### src/rtl/dice_roll_ctrl.sv
// dice_roll_ctrl: roll sequencer for the two-dice doubles game.
// A rising edge on roll tumbles both dice for SPIN_CYCLES cycles, holds them
// for the external equality comparator, samples its match result and updates
// the doubles score; reaching WIN_SCORE doubles latches win until reset.
module dice_roll_ctrl #(
  parameter int unsigned FACES       = 6,
  parameter int unsigned SPIN_CYCLES = 16,
  parameter int unsigned WIN_SCORE   = 3,
  parameter logic [7:0]  LFSR_SEED   = 8'hA5
) (
  input  logic       clk,
  input  logic       rst,
  input  logic       roll,
  input  logic       match,
  output logic [3:0] die_a,
  output logic [3:0] die_b,
  output logic       busy,
  output logic       result_valid,
  output logic       doubles,
  output logic [3:0] score,
  output logic [7:0] rolls,
  output logic       win
);

  typedef enum logic [2:0] {
    IDLE   = 3'd0,
    SPIN   = 3'd1,
    SETTLE = 3'd2,
    CHECK  = 3'd3,
    WON    = 3'd4
  } state_t;

  localparam logic [3:0] FACES_L   = 4'(FACES);
  localparam logic [7:0] SPIN_INIT = 8'(SPIN_CYCLES - 1);
  localparam logic [4:0] WIN_L     = 5'(WIN_SCORE);

  state_t     state_q, state_d;
  logic [7:0] lfsr_q, lfsr_d;
  logic       roll_q, roll_d;
  logic [3:0] die_a_q, die_a_d;
  logic [3:0] die_b_q, die_b_d;
  logic [7:0] spin_cnt_q, spin_cnt_d;
  logic [7:0] rolls_q, rolls_d;
  logic [3:0] score_q, score_d;
  logic       doubles_q, doubles_d;
  logic       win_q, win_d;
  logic       result_valid_q, result_valid_d;
  logic       roll_edge;
  logic [4:0] score_inc;

  // Saturating counters: score stops at 15, accepted rolls stop at 255.
  function automatic logic [3:0] sat_inc4(input logic [3:0] v);
    return (v == 4'hF) ? v : v + 4'd1;
  endfunction

  function automatic logic [7:0] sat_inc8(input logic [7:0] v);
    return (v == 8'hFF) ? v : v + 8'd1;
  endfunction

  // Die advance wraps FACES back to 1, so a die never leaves 1..FACES.
  function automatic logic [3:0] die_next(input logic [3:0] v);
    return (v == FACES_L) ? 4'd1 : v + 4'd1;
  endfunction

  assign roll_edge = roll & ~roll_q;
  assign score_inc = {1'b0, score_q} + 5'd1;

  // Next-state and datapath updates; the LFSR free-runs in every state.
  always_comb begin
    state_d        = state_q;
    lfsr_d         = {lfsr_q[6:0], lfsr_q[7] ^ lfsr_q[5] ^ lfsr_q[4] ^ lfsr_q[3]};
    roll_d         = roll;
    die_a_d        = die_a_q;
    die_b_d        = die_b_q;
    spin_cnt_d     = spin_cnt_q;
    rolls_d        = rolls_q;
    score_d        = score_q;
    doubles_d      = doubles_q;
    win_d          = win_q;
    result_valid_d = 1'b0;
    case (state_q)
      IDLE: begin
        if (roll_edge && !win_q) begin
          state_d    = SPIN;
          spin_cnt_d = SPIN_INIT;
          rolls_d    = sat_inc8(rolls_q);
        end
      end
      SPIN: begin
        die_a_d = die_next(die_a_q);
        if (lfsr_q[0]) die_b_d = die_next(die_b_q);
        if (spin_cnt_q == 8'd0) state_d = SETTLE;
        else                    spin_cnt_d = spin_cnt_q - 8'd1;
      end
      SETTLE: state_d = CHECK;
      CHECK: begin
        result_valid_d = 1'b1;
        doubles_d      = match;
        state_d        = IDLE;
        if (match) begin
          score_d = sat_inc4(score_q);
          if (score_inc >= WIN_L) begin
            state_d = WON;
            win_d   = 1'b1;
          end
        end
      end
      WON:     state_d = WON;
      default: state_d = IDLE;
    endcase
  end

  // State register; synchronous active-low reset wins in every state.
  always_ff @(posedge clk) begin
    if (!rst) begin
      state_q        <= IDLE;
      lfsr_q         <= LFSR_SEED;
      roll_q         <= 1'b1;
      die_a_q        <= 4'd1;
      die_b_q        <= 4'd1;
      spin_cnt_q     <= 8'd0;
      rolls_q        <= 8'd0;
      score_q        <= 4'd0;
      doubles_q      <= 1'b0;
      win_q          <= 1'b0;
      result_valid_q <= 1'b0;
    end else begin
      state_q        <= state_d;
      lfsr_q         <= lfsr_d;
      roll_q         <= roll_d;
      die_a_q        <= die_a_d;
      die_b_q        <= die_b_d;
      spin_cnt_q     <= spin_cnt_d;
      rolls_q        <= rolls_d;
      score_q        <= score_d;
      doubles_q      <= doubles_d;
      win_q          <= win_d;
      result_valid_q <= result_valid_d;
    end
  end

  assign busy         = (state_q == SPIN) || (state_q == SETTLE) || (state_q == CHECK);
  assign die_a        = die_a_q;
  assign die_b        = die_b_q;
  assign result_valid = result_valid_q;
  assign doubles      = doubles_q;
  assign score        = score_q;
  assign rolls        = rolls_q;
  assign win          = win_q;

endmodule
### config.mk
export PLATFORM = sky130hd
export DESIGN_NAME = dice_roll_ctrl
export DESIGN_NICKNAME = d
export VERILOG_FILES = /design/src/rtl/dice_roll_ctrl.sv
export SDC_FILE = /design/constraint.sdc
export NUM_CORES = 1
export LEC_CHECK = 0
export ABC_CLOCK_PERIOD_IN_PS = 1900
export BUFFER_PORTS_ARGS = -buffer_cell sky130_fd_sc_hd__buf_2
export CAP_MARGIN = 20
export CORE_AREA = 2 2 61 63
export CTS_BUF_LIST = sky130_fd_sc_hd__clkbuf_4
export DETAILED_ROUTE_END_ITERATION = 7
export DIE_AREA = 0 0 63 65
export MAX_ROUTING_LAYER = met4
export PLACE_DENSITY_LB_ADDON = 0.1
export SETUP_SLACK_MARGIN = 0.1
export SLEW_MARGIN = 10
export SYNTH_ARGS = -nofsm -noshare
export SYNTH_HDL_FRONTEND = slang
export SYNTH_SLANG_ARGS = --single-unit
### constraint.sdc
create_clock -name clk -period 1.9 [get_ports clk]
set_clock_uncertainty 0.05 [all_clocks]
set_input_delay 0.57 -clock clk [delete_from_list [all_inputs] [get_ports clk]]
set_output_delay 0.57 -clock clk [all_outputs]
set_load 0.03 [all_outputs]
==> results.md <==
* Setup crit end kind: primary output
* CTS Sinks at 43
* Critical path launch point: state_q[1]$_SDFFE_PN0P_
* Synth Register Bits at 43
* Hold crit path type: in2reg
* Layout Nets at 250
* Total power at 1960 uW
* Die Height at 65 um
* Most frequent cell after synthesis: dfxtp_1
* Met1 wire length at 1740 um
* Final ANT Viol Nets at 0
* Synth Area per Inst at 9.29 um^2
* Psw at 627 uW
* Die Wd at 63 um
* Core ar. at 3500 um^2
* Post-synth cell types at 50
* Top Metal Used: met4
* Post-synth top flop: dfxtp_1
* Slew Viols, Final at 0
* Int Pwr at 1340 uW
* GR Util All Layers at 0.216
* H-Tree Depth at 2
* Multi-input gate area at 1010 um^2
* Die area at 4100 um^2
* RR Endpoint: spin_cnt_q[2]$_SDFFE_PN0P_
* Detailed Route WL at 3820 um
* Number of max-cap violations at 0
* Max Fanout on Critical Path at 8
* Worst skew pair latency at 0.36 ns
* DRC at 0
* Crit path DAT at 1.11 ns
* Synth area leaders: dfxtp_1, a21oi_1, nor2_1
* Ys async rst share at 0
* Yosys top cell area share at 0.450
* Final Hold Vio Count at 0
* Syn Nets at 215
* Register Area at 875 um^2
* Via count at 1,603
* Final setup TNS at 0 ns
* Cell family with the largest share of critical-path delay: flip-flops
* Buf/Inv on CP at 1
* Switching Share at 0.319
* Crit-path cells: nor2_2, nor2_2, buf_4
* Final Cycle Share at 0.909
* DR iter-0 viols at 68
* First-pass GRT wire length at 6760 um
* Launch point of the worst reg-to-reg path: spin_cnt_q[3]$_SDFFE_PN0P_
* Worst slew margin at 0.740
* Cts bufs inserted at 5
* Slowest CP cell: dfxtp_4
* Sequential power share at 0.539
* CTS root buf: clkbuf_4
* Fmax at 579 MHz
* Post-Syn Instances at 206
* CTS tree: done
* I/O pin count at 28
* Vias in the first global route at 1,514
* Area Growth Syn to Fin at 16.0%
* Drt pass-1 iters at 4
* Top cell by count, worst path: nor2_2
* Slew @ Worst Pin at 0.386 ns
* Reg2Reg Depth at 3
* CP required at 1.28 ns
* EDFF count, synth at 0
* Met2 Wirelength at 1860 um
* Initial antenna violation count at 0
* Post-DP HPWL at 2720 um
* Layout filler cell count at 329
* Worst VDD drop at 0.601 mV
* WHS Endpoint: roll_q$_SDFF_PN1_
* Crit path kind: reg2out
* Yosys top cell by area: dfxtp_1
* Seq/Total Area, Yosys at 0.450
* Warnings, synthesis at 0
* RSZ-0062 raised after global routing: false
* Via density per instance at 5.53
* Layout cells sized above 1 at 0.256
* PD cells at 885 nW/um^2
* Setup crit start kind: flop
* Status: completed
* WL per Instance at 13.2 um
* CTS clock-pin slew for the worst setup and hold paths at 0.12 ns
* Fin crit period at 1.73 ns
* PortBufs at 27
* Diodes inserted at 0
* Comb pwr share at 0.231
* Hold path start: roll
* Top post-synthesis cells by count: dfxtp_1, nor2_1, a21oi_1
* Final setup viols at 0
* Hold-fix buffer count after cts at 0
* RD Place Congestion at 0.861
* Crit path largest cell delay at 0.42 ns
* Largest net degree at the start of global routing at 25
* Grt ovf at 0
* Static Leak at 0.000858 uW
* Hold path depth at 2
* Clock tree buffer depth at 2
* Netlist Area Pre-Place at 1910 um^2
* Clock power frac at 0.230
* Metal3 WL at 153 um
* Starting Density at 0.547
* Setup slack, reg-to-reg at 0.21 ns
* FP Rows at 22
layer usage:
layer  vias to the layer above  global-route usage
li1                        822                   -
met1                       739               0.255
met2                        34               0.354
met3                         8              0.0434
met4                         0               0.106
met5                         -                   -
sequential cells by signal, indices dropped and copies added (netlist names):
register	flops
die_a	4
roll_q	1
rolls	8
result_valid	1
die_b	4
spin_cnt_q	8
lfsr_q	8
state_q	3
win	1
doubles	1
score	4
logic make-up (layout without fill, tap and decap cells):
family | after synthesis | in the layout | synth area share
simple gates | 81 | 81 | 0.239
buf+inv | 13 | 49 | 0.0301
mux | 3 | 3 | 0.0157
flops | 43 | 43 | 0.450
fa+ha+maj | 5 | 5 | 0.0327
compound gates | 51 | 51 | 0.186
xor+xnor | 10 | 10 | 0.0458
worst max path at each step:
stage	slack [ns]	end	cells past startpoint
finish	0.17	busy	3
global route	0.1	busy	3
CTS	0.08	busy	3
detailed placement	0.02	rolls[6]$_SDFFE_PN0P_	5
global placement	0.1	rolls[5]$_SDFFE_PN0P_	5
floorplan	0.11	state_q[2]$_SDFFE_PN0P_	5
stage by stage:
stage / cells / hold slack, ns / instance area, um^2 / worst slack, ns / utilization
CTS: 288 / 0.361 / 2180 / 0.0810 / 0.625
floorplan: 206 / 0.336 / 1910 / 0.108 / -
global placement: 280 / 0.346 / 2120 / 0.0998 / 0.606
finish: 290 / 0.362 / 2220 / 0.174 / 0.635
global route: 290 / 0.348 / 2220 / 0.0994 / 0.635
detailed placement: 280 / 0.347 / 2120 / 0.0216 / 0.606
placed cells by master, fill, tap and decap left out, types with 4 or more instances in the layout:
master / instances
dfxtp_1: 36
buf_2: 26
a21oi_1: 16
nor2_1: 15
nand2_1: 12
nand2b_1: 9
nor3_1: 9
buf_4: 9
o21ai_0: 7
and2_1: 6
xor2_1: 6
clkbuf_4: 6
inv_1: 5
a211oi_1: 5
ha_1: 5
dfxtp_2: 5
xnor2_1: 4
nand4_1: 4
nand3_1: 4
area by class of cell:
cell class,count,area share
clock buffer,6,0.0203
inverter,6,0.0101
sequential,43,0.394
tap,48,0.0271
timing repair buffer,35,0.0891
clock inverter,2,0.00564
multi-input combinational,150,0.454
worst register-to-register path, delay by kind of cell (launching register included):
| kind | cells | cell delay (ns) |
|---|---|---|
| AOI/OAI and AO/OA | 2 | 0.57 |
| DFF | 1 | 0.39 |
| and+or+nand+nor | 1 | 0.58 |
power groups by stage:
stage	sequential (uW)	combinational, uW	clock (uW)
6_report	1060	454	452
5_1_grt	1070	509	500
4_1_cts	1050	427	458
3_5_place_dp	1070	416	0
3_3_place_gp	1060	406	0
2_1_floorplan	1080	312	0
what timing repair did:
item                                    CTS  global route
gates resized for setup                   4            11
pin swaps                                 0             1
setup buffers                             0             2
endpoints found under the setup margin    3             5
(Power assumes the default switching activity.)
